[src/rtl/pv2long_core_dpath_muldiv_wb_pkg.sv]
// Shared types for the muldiv writeback stage: fn codes, tag layout, hi/lo select.
// Optional: PV2LONG_MULDIV_WB_MULH_EN makes fn 5 (mulh) select the high word.
package pv2long_core_dpath_muldiv_wb_pkg;

  localparam logic [2:0] MULDIV_MUL  = 3'd0;
  localparam logic [2:0] MULDIV_DIV  = 3'd1;
  localparam logic [2:0] MULDIV_DIVU = 3'd2;
  localparam logic [2:0] MULDIV_REM  = 3'd3;
  localparam logic [2:0] MULDIV_REMU = 3'd4;
  localparam logic [2:0] MULDIV_MULH = 3'd5;

  localparam int FN_W    = 3;
  localparam int WADDR_W = 5;
  localparam int TAG_W   = FN_W + WADDR_W;

  typedef struct packed {
    logic [FN_W-1:0]    fn;
    logic [WADDR_W-1:0] waddr;
  } tag_t;

  // remainders live in the high half of the muldiv response
  function automatic logic sel_hi(input logic [FN_W-1:0] fn);
    logic hi;
    hi = (fn == MULDIV_REM) || (fn == MULDIV_REMU);
`ifdef PV2LONG_MULDIV_WB_MULH_EN
    hi = hi || (fn == MULDIV_MULH);
`endif
    return hi;
  endfunction

endpackage

[src/rtl/pv2long_core_dpath_muldiv_wb_tag_fifo.sv]
// Generic DEPTH x W circular FIFO that also exposes per-entry occupancy and one
// field of every entry, so the owner can build a pending-register mask.
module pv2long_muldiv_tag_fifo #(
  parameter int DEPTH   = 4,
  parameter int PTR_W   = 2,
  parameter int W       = 8,
  parameter int VIS_LSB = 0,
  parameter int VIS_W   = 5
) (
  input  logic                            clk,
  input  logic                            reset,
  input  logic                            push,
  input  logic [W-1:0]                    push_data,
  output logic                            push_rdy,
  input  logic                            pop,
  output logic [W-1:0]                    head,
  output logic [PTR_W:0]                  count,
  output logic [DEPTH-1:0]                occ,
  output logic [DEPTH-1:0][VIS_W-1:0]     entries
);

  logic [W-1:0]     mem [DEPTH];
  logic [PTR_W-1:0] wr_ptr;
  logic [PTR_W-1:0] rd_ptr;
  logic             push_ok;
  logic             pop_ok;

  // full decode comes straight off the count register, never from pop
  assign push_rdy = (count != (PTR_W+1)'(DEPTH));
  assign push_ok  = push && push_rdy;
  assign pop_ok   = pop && (count != '0);
  assign head     = mem[rd_ptr];

  always_ff @(posedge clk or negedge reset) begin
    if (!reset) begin
      wr_ptr <= '0;
      rd_ptr <= '0;
      count  <= '0;
    end else begin
      if (push_ok) wr_ptr <= wr_ptr + 1'b1;
      if (pop_ok)  rd_ptr <= rd_ptr + 1'b1;
      case ({push_ok, pop_ok})
        2'b10:   count <= count + 1'b1;
        2'b01:   count <= count - 1'b1;
        default: count <= count;
      endcase
    end
  end

  always_ff @(posedge clk) begin
    if (push_ok) mem[wr_ptr] <= push_data;
  end

`ifndef SYNTHESIS
  always_ff @(posedge clk) begin
    if (reset && push && !push_rdy)
      $display("pv2long_muldiv_tag_fifo: tag push while full ignored at %0t", $time);
  end
`endif

  // entry i is live when its distance from the read pointer is below count
  always_comb begin
    logic [PTR_W-1:0] off;
    off     = '0;
    occ     = '0;
    entries = '0;
    for (int i = 0; i < DEPTH; i++) begin
      off        = PTR_W'(i) - rd_ptr;
      occ[i]     = ({1'b0, off} < count);
      entries[i] = mem[i][VIS_LSB +: VIS_W];
    end
  end

endmodule

[src/rtl/pv2long_core_dpath_muldiv_wb.sv]
// Muldiv writeback stage: pairs in-order muldiv responses with issue-time tags,
// selects the 32-bit result and holds it for the register file under val/rdy.
// Optional: PV2LONG_MULDIV_WB_MULH_EN (see package sel_hi).
module pv2long_core_dpath_muldiv_wb
  import pv2long_core_dpath_muldiv_wb_pkg::*;
#(
  parameter int DEPTH = 4,
  parameter int PTR_W = 2
) (
  input  logic        clk,
  input  logic        reset,
  input  logic        tag_val,
  input  logic [2:0]  tag_fn,
  input  logic [4:0]  tag_waddr,
  output logic        tag_rdy,
  input  logic [63:0] muldivresp_msg_result,
  input  logic        muldivresp_val,
  output logic        muldivresp_rdy,
  output logic        wb_val,
  output logic [4:0]  wb_waddr,
  output logic [31:0] wb_data,
  input  logic        wb_rdy,
  output logic [31:0] pend_mask,
  output logic        busy
);

  tag_t                            head_tag;
  logic [PTR_W:0]                  count;
  logic [DEPTH-1:0]                occ;
  logic [DEPTH-1:0][WADDR_W-1:0]   ent_waddr;
  logic                            fire;
  logic [31:0]                     res_sel;

  pv2long_muldiv_tag_fifo #(
    .DEPTH   (DEPTH),
    .PTR_W   (PTR_W),
    .W       (TAG_W),
    .VIS_LSB (0),
    .VIS_W   (WADDR_W)
  ) u_tag_fifo (
    .clk       (clk),
    .reset     (reset),
    .push      (tag_val),
    .push_data ({tag_fn, tag_waddr}),
    .push_rdy  (tag_rdy),
    .pop       (fire),
    .head      (head_tag),
    .count     (count),
    .occ       (occ),
    .entries   (ent_waddr)
  );

  assign muldivresp_rdy = (count != '0) && (!wb_val || wb_rdy);
  assign fire           = muldivresp_val && muldivresp_rdy;
  assign res_sel        = sel_hi(head_tag.fn) ? muldivresp_msg_result[63:32]
                                              : muldivresp_msg_result[31:0];

  // output register stage: reload on fire, retire on wb_rdy, otherwise hold
  always_ff @(posedge clk or negedge reset) begin
    if (!reset) begin
      wb_val   <= 1'b0;
      wb_waddr <= '0;
      wb_data  <= '0;
    end else if (fire) begin
      wb_val   <= 1'b1;
      wb_waddr <= head_tag.waddr;
      wb_data  <= res_sel;
    end else if (wb_rdy) begin
      wb_val   <= 1'b0;
    end
  end

  always_comb begin
    pend_mask = '0;
    for (int i = 0; i < DEPTH; i++) begin
      if (occ[i]) pend_mask[ent_waddr[i]] = 1'b1;
    end
    if (wb_val) pend_mask[wb_waddr] = 1'b1;
  end

  assign busy = (count != '0) || wb_val;

endmodule

[config.mk]
export PLATFORM = sky130hd
export DESIGN_NAME = pv2long_core_dpath_muldiv_wb
export DESIGN_NICKNAME = d
export VERILOG_FILES = /design/src/rtl/pv2long_core_dpath_muldiv_wb_pkg.sv /design/src/rtl/pv2long_core_dpath_muldiv_wb_tag_fifo.sv /design/src/rtl/pv2long_core_dpath_muldiv_wb.sv
export SDC_FILE = /design/constraint.sdc
export NUM_CORES = 1
export LEC_CHECK = 0
export BUFFER_PORTS_ARGS = -buffer_cell sky130_fd_sc_hd__buf_2
export CAP_MARGIN = 20
export CORE_MARGIN = 4
export CORE_UTILIZATION = 48
export CTS_CLUSTER_DIAMETER = 80
export DETAILED_ROUTE_END_ITERATION = 6
export GPL_ROUTABILITY_DRIVEN = 0
export PLACE_DENSITY = 0.76
export SLEW_MARGIN = 0
export SYNTH_ARGS = -nofsm -noshare
export SYNTH_HDL_FRONTEND = slang
export SYNTH_SLANG_ARGS = --single-unit
[constraint.sdc]
create_clock -name clk -period 2.1 [get_ports clk]
set_input_delay 0.315 -clock clk [delete_from_list [all_inputs] [get_ports clk]]
set_output_delay 0.315 -clock clk [all_outputs]
set_load 0.01 [all_outputs]
==> flow_summary_export.csv <==
group,metric,value,unit
run_status,outcome,"complete, but fails checks",
run_status,violations,"setup timing",
flow_run,cap_violations,0,
grt,grt-ovfl-total,0,
sta,fmaxAchievable,369,MHz
routing,drc_errors,0,
layout,multiInputGateArea,3370,sq um
grt,antenna_found_initial,0,
routing,drtIter0Drc,822,
layout,seq_area,2090,sq um
pwr,p_sw,0.00554,W
yosys,yosysTopAreaCellShare,22.1,%
clock_network,clk_path_buf_depth,2,
grt,grt_pass1_wl,30.4,mm
setup_path,path_class,"reg2out",
grt,grt_use_met1,36.1,%
clock_network,tritoncts,"built",
routing,routed-via-count,6001,
pwr,p_per_area,1590,nW/um^2
sta,final.min_clock_period,2.71,ns
yosys,avgSynthCellArea,9.20,sq um
grt,busiest_layer,"met2",
sta,tightest_slew,0.650,ns
yosys,synth_cell_types,57,
grt,grt_pass1_vias,5951,
layout,fin_area,7760,sq um
layout,area_delta_synth_final,52.1,%
yosys,synth-edff-count,32,
pwr,swShare,44.9,%
routing,routed_wl,20.7,mm
routing,via_per_inst,6.47,
layout,num_antenna_cells,0,
yosys,synthArstFlopShare,58.4,%
setup_path,path_max_fanout,4,
sta,finalSetupViolCount,64,
floorplan,fp.dieArea,12300,sq um
floorplan,initial_core_util,49.4,%
floorplan,placementRows,37,
floorplan,die_w,111,um
sta,layout_setup_ws,-0.611,ns
worst_hold_path,hp-class,"in2reg",
yosys,syn_area,5100,sq um
pwr,ir_drop,1.08,mV
floorplan,die_y,111,um
routing,wire_per_inst,22.3,um
clock_network,cts_sinks,77,
sta,hold_viol,0,
pwr,intPower,0.00681,W
grt,grt_max_degree,71,
pwr,pwr-share-clk,9.5,%
clock_network,insertion_delay,0.35,ns
placement,place.port_buffers,149,
layout,fin_util,75.2,%
yosys,synth_largest_area_cell,"dfrtp_1",
layout,fillers,625,
grt,track_usage,30.5,%
yosys,ys_ff_latch,77,
sta,setup_tns,-19.54,ns
setup_path,cp.arrival,2.40,ns
placement,dpl.hpwl,13.2,mm
setup_path,critPathRequiredTime,1.78,ns
layout,instances_no_fill,928,
routing,first_pass_iters,6,
yosys,ys.flop_type,"dfrtp_1",
clock_network,cts.reportedPaths.clkPinSlew,0.08,ns
floorplan,io_pins,150,
pwr,power_leakage,3.31,nW
floorplan,core,10300,sq um
layout,drive_gt1_share,51.3,%
routing,ant_nets,0,
pwr,combPwrFrac,69.5,%
clock_network,cts-htree-levels,3,
sta,max-slew-margin-rel,56.6,%
yosys,syn_inst,555,
placement,placed_area,6630,sq um
setup_path,critPathLaunchType,"register",
clock_network,cts-root-buf,"clkbuf_8",
layout,nNetsFinal,874,
placement,dp_cells,885,
clock_network,cts_inserted_buffers,9,
pwr,power_frac_seq,21.0,%
setup_path,critPathCaptureType,"output pin",
yosys,ys_seq_area_share,40.9,%
grt,grt_use_met2,50.4,%
sta,period_share,129,%
yosys,yosys_warnings,0,
yosys,syn-num-nets,642,
sta,rsz0062_at_grt,"true",
yosys,synth_area_leaders,"dfrtp_1 22%, edfxtp_1 19%, a211oi_2 6.1%",
sta,skew,0.0174,ns
grt,met3_usage,7.53,%
sta,maxSlewViolCount,0,
worst max-delay path, stage by stage, from the launching register on:
cell and delay (ns):
dfrtp_2 0.47, xor2_2 0.17, ha_1 0.30, a21oi_2 0.08
buf_4 0.15, o211ai_1 0.28, o22ai_1 0.11, or3_1 0.34
buf_2 0.15
cell usage after synthesis (11+ instances only):
library cell and count:
a211oi_2 25, a22oi_1 11, a32oi_1 14, clkbuf_1 25, dfrtp_1 45, edfxtp_1 32
inv_1 11, nand2_1 56, nand3_1 32, nor2_1 83, nor2b_1 14, nor3_1 42
registers in the layout, summed over array words and instances, names as in the netlist:
register / cells
u_tag_fifo.rd_ptr: 2
wb_val: 1
wb_waddr: 5
wb_data: 32
u_tag_fifo.wr_ptr: 2
u_tag_fifo.mem: 32
u_tag_fifo.count: 3
power groups by stage:
stage	logic [W]	registers, W	clock network (W)
2_1_floorplan	0.00364	0.00264	0
3_3_place_gp	0.00598	0.00252	0
3_5_place_dp	0.00613	0.00254	0
4_1_cts	0.00771	0.00253	0.00117
5_1_grt	0.00896	0.00266	0.00126
6_report	0.00859	0.00260	0.00117
path summary, 6_finish.rpt:
check,startpoint,to,slack (ns),depth (start not counted)
max in group asynchronous,reset,wb_data[26],1.03,3
min in group asynchronous,reset,wb_data[16],0.43,2
setup reg to reg,u_tag_fifo.rd_ptr[0],wb_data[5],-0.22,9
hold / removal,tag_waddr[3],u_tag_fifo.mem[1][3],0.19,1
hold reg to reg,wb_waddr[1],wb_waddr[1],0.52,2
setup / recovery,u_tag_fifo.rd_ptr[1],pend_mask[20],-0.61,8
through the flow:
step                      total power (W)  setup WS (ns)  hold slack (ns)
after floorplan                   0.00628         -0.168           0.0194
final                              0.0124         -0.611            0.185
after global placement            0.00850         -0.207            0.253
after detailed placement          0.00867         -0.235            0.255
after CTS                          0.0114         -0.580            0.174
after global routing               0.0129         -0.664            0.173
timing repair:
action,4_1_cts,5_1_grt
setup endpoints to repair,57,66
hold buffers,1,0
resized for setup,95,48
pin swaps,56,27
gates cloned,5,0
endpoints found under the hold margin,16,0
buffers inserted,15,11
placed cells by master, fill, tap and decap left out, types with 10 or more instances in the layout:
master and count:
buf_2 144, buf_6 34, a22oi_1 10, nor2_1 83, edfxtp_1 32, nor3_2 24
nand3_1 24, a211oi_2 28, buf_4 69, nor2b_1 11, o211ai_1 10, nand2_1 54
a32oi_1 13, dfrtp_1 43
area by class of cell:
type	count	share of cell area, %
Clock buffer	9	1.60
Clock inverter	7	1.03
Inverter	11	0.628
Multi-Input combinational cell	429	43.4
Sequential cell	77	26.9
Tap cell	136	2.19
Timing Repair Buffer	259	24.2
metal layers:
metal  part of all wire (%)  vias up
met5                      0        -
met4                    6.7        0
met3                     10      151
met2                     49      513
met1                     34     2806
li1                       -     2531
kinds of logic (layout without fill, tap and decap cells):
kind of cell    after synthesis  count (layout)  share of synthesized area (%)
compound gates              124             124                           21.2
xor+xnor                      7               7                           1.20
fa+ha+maj                    10              10                           2.60
buf+inv                      49             286                           4.22
flops                        77              77                           40.9
mux                           8               8                           3.53
simple gates                280             280                           26.4
(Power assumes the default switching activity.)
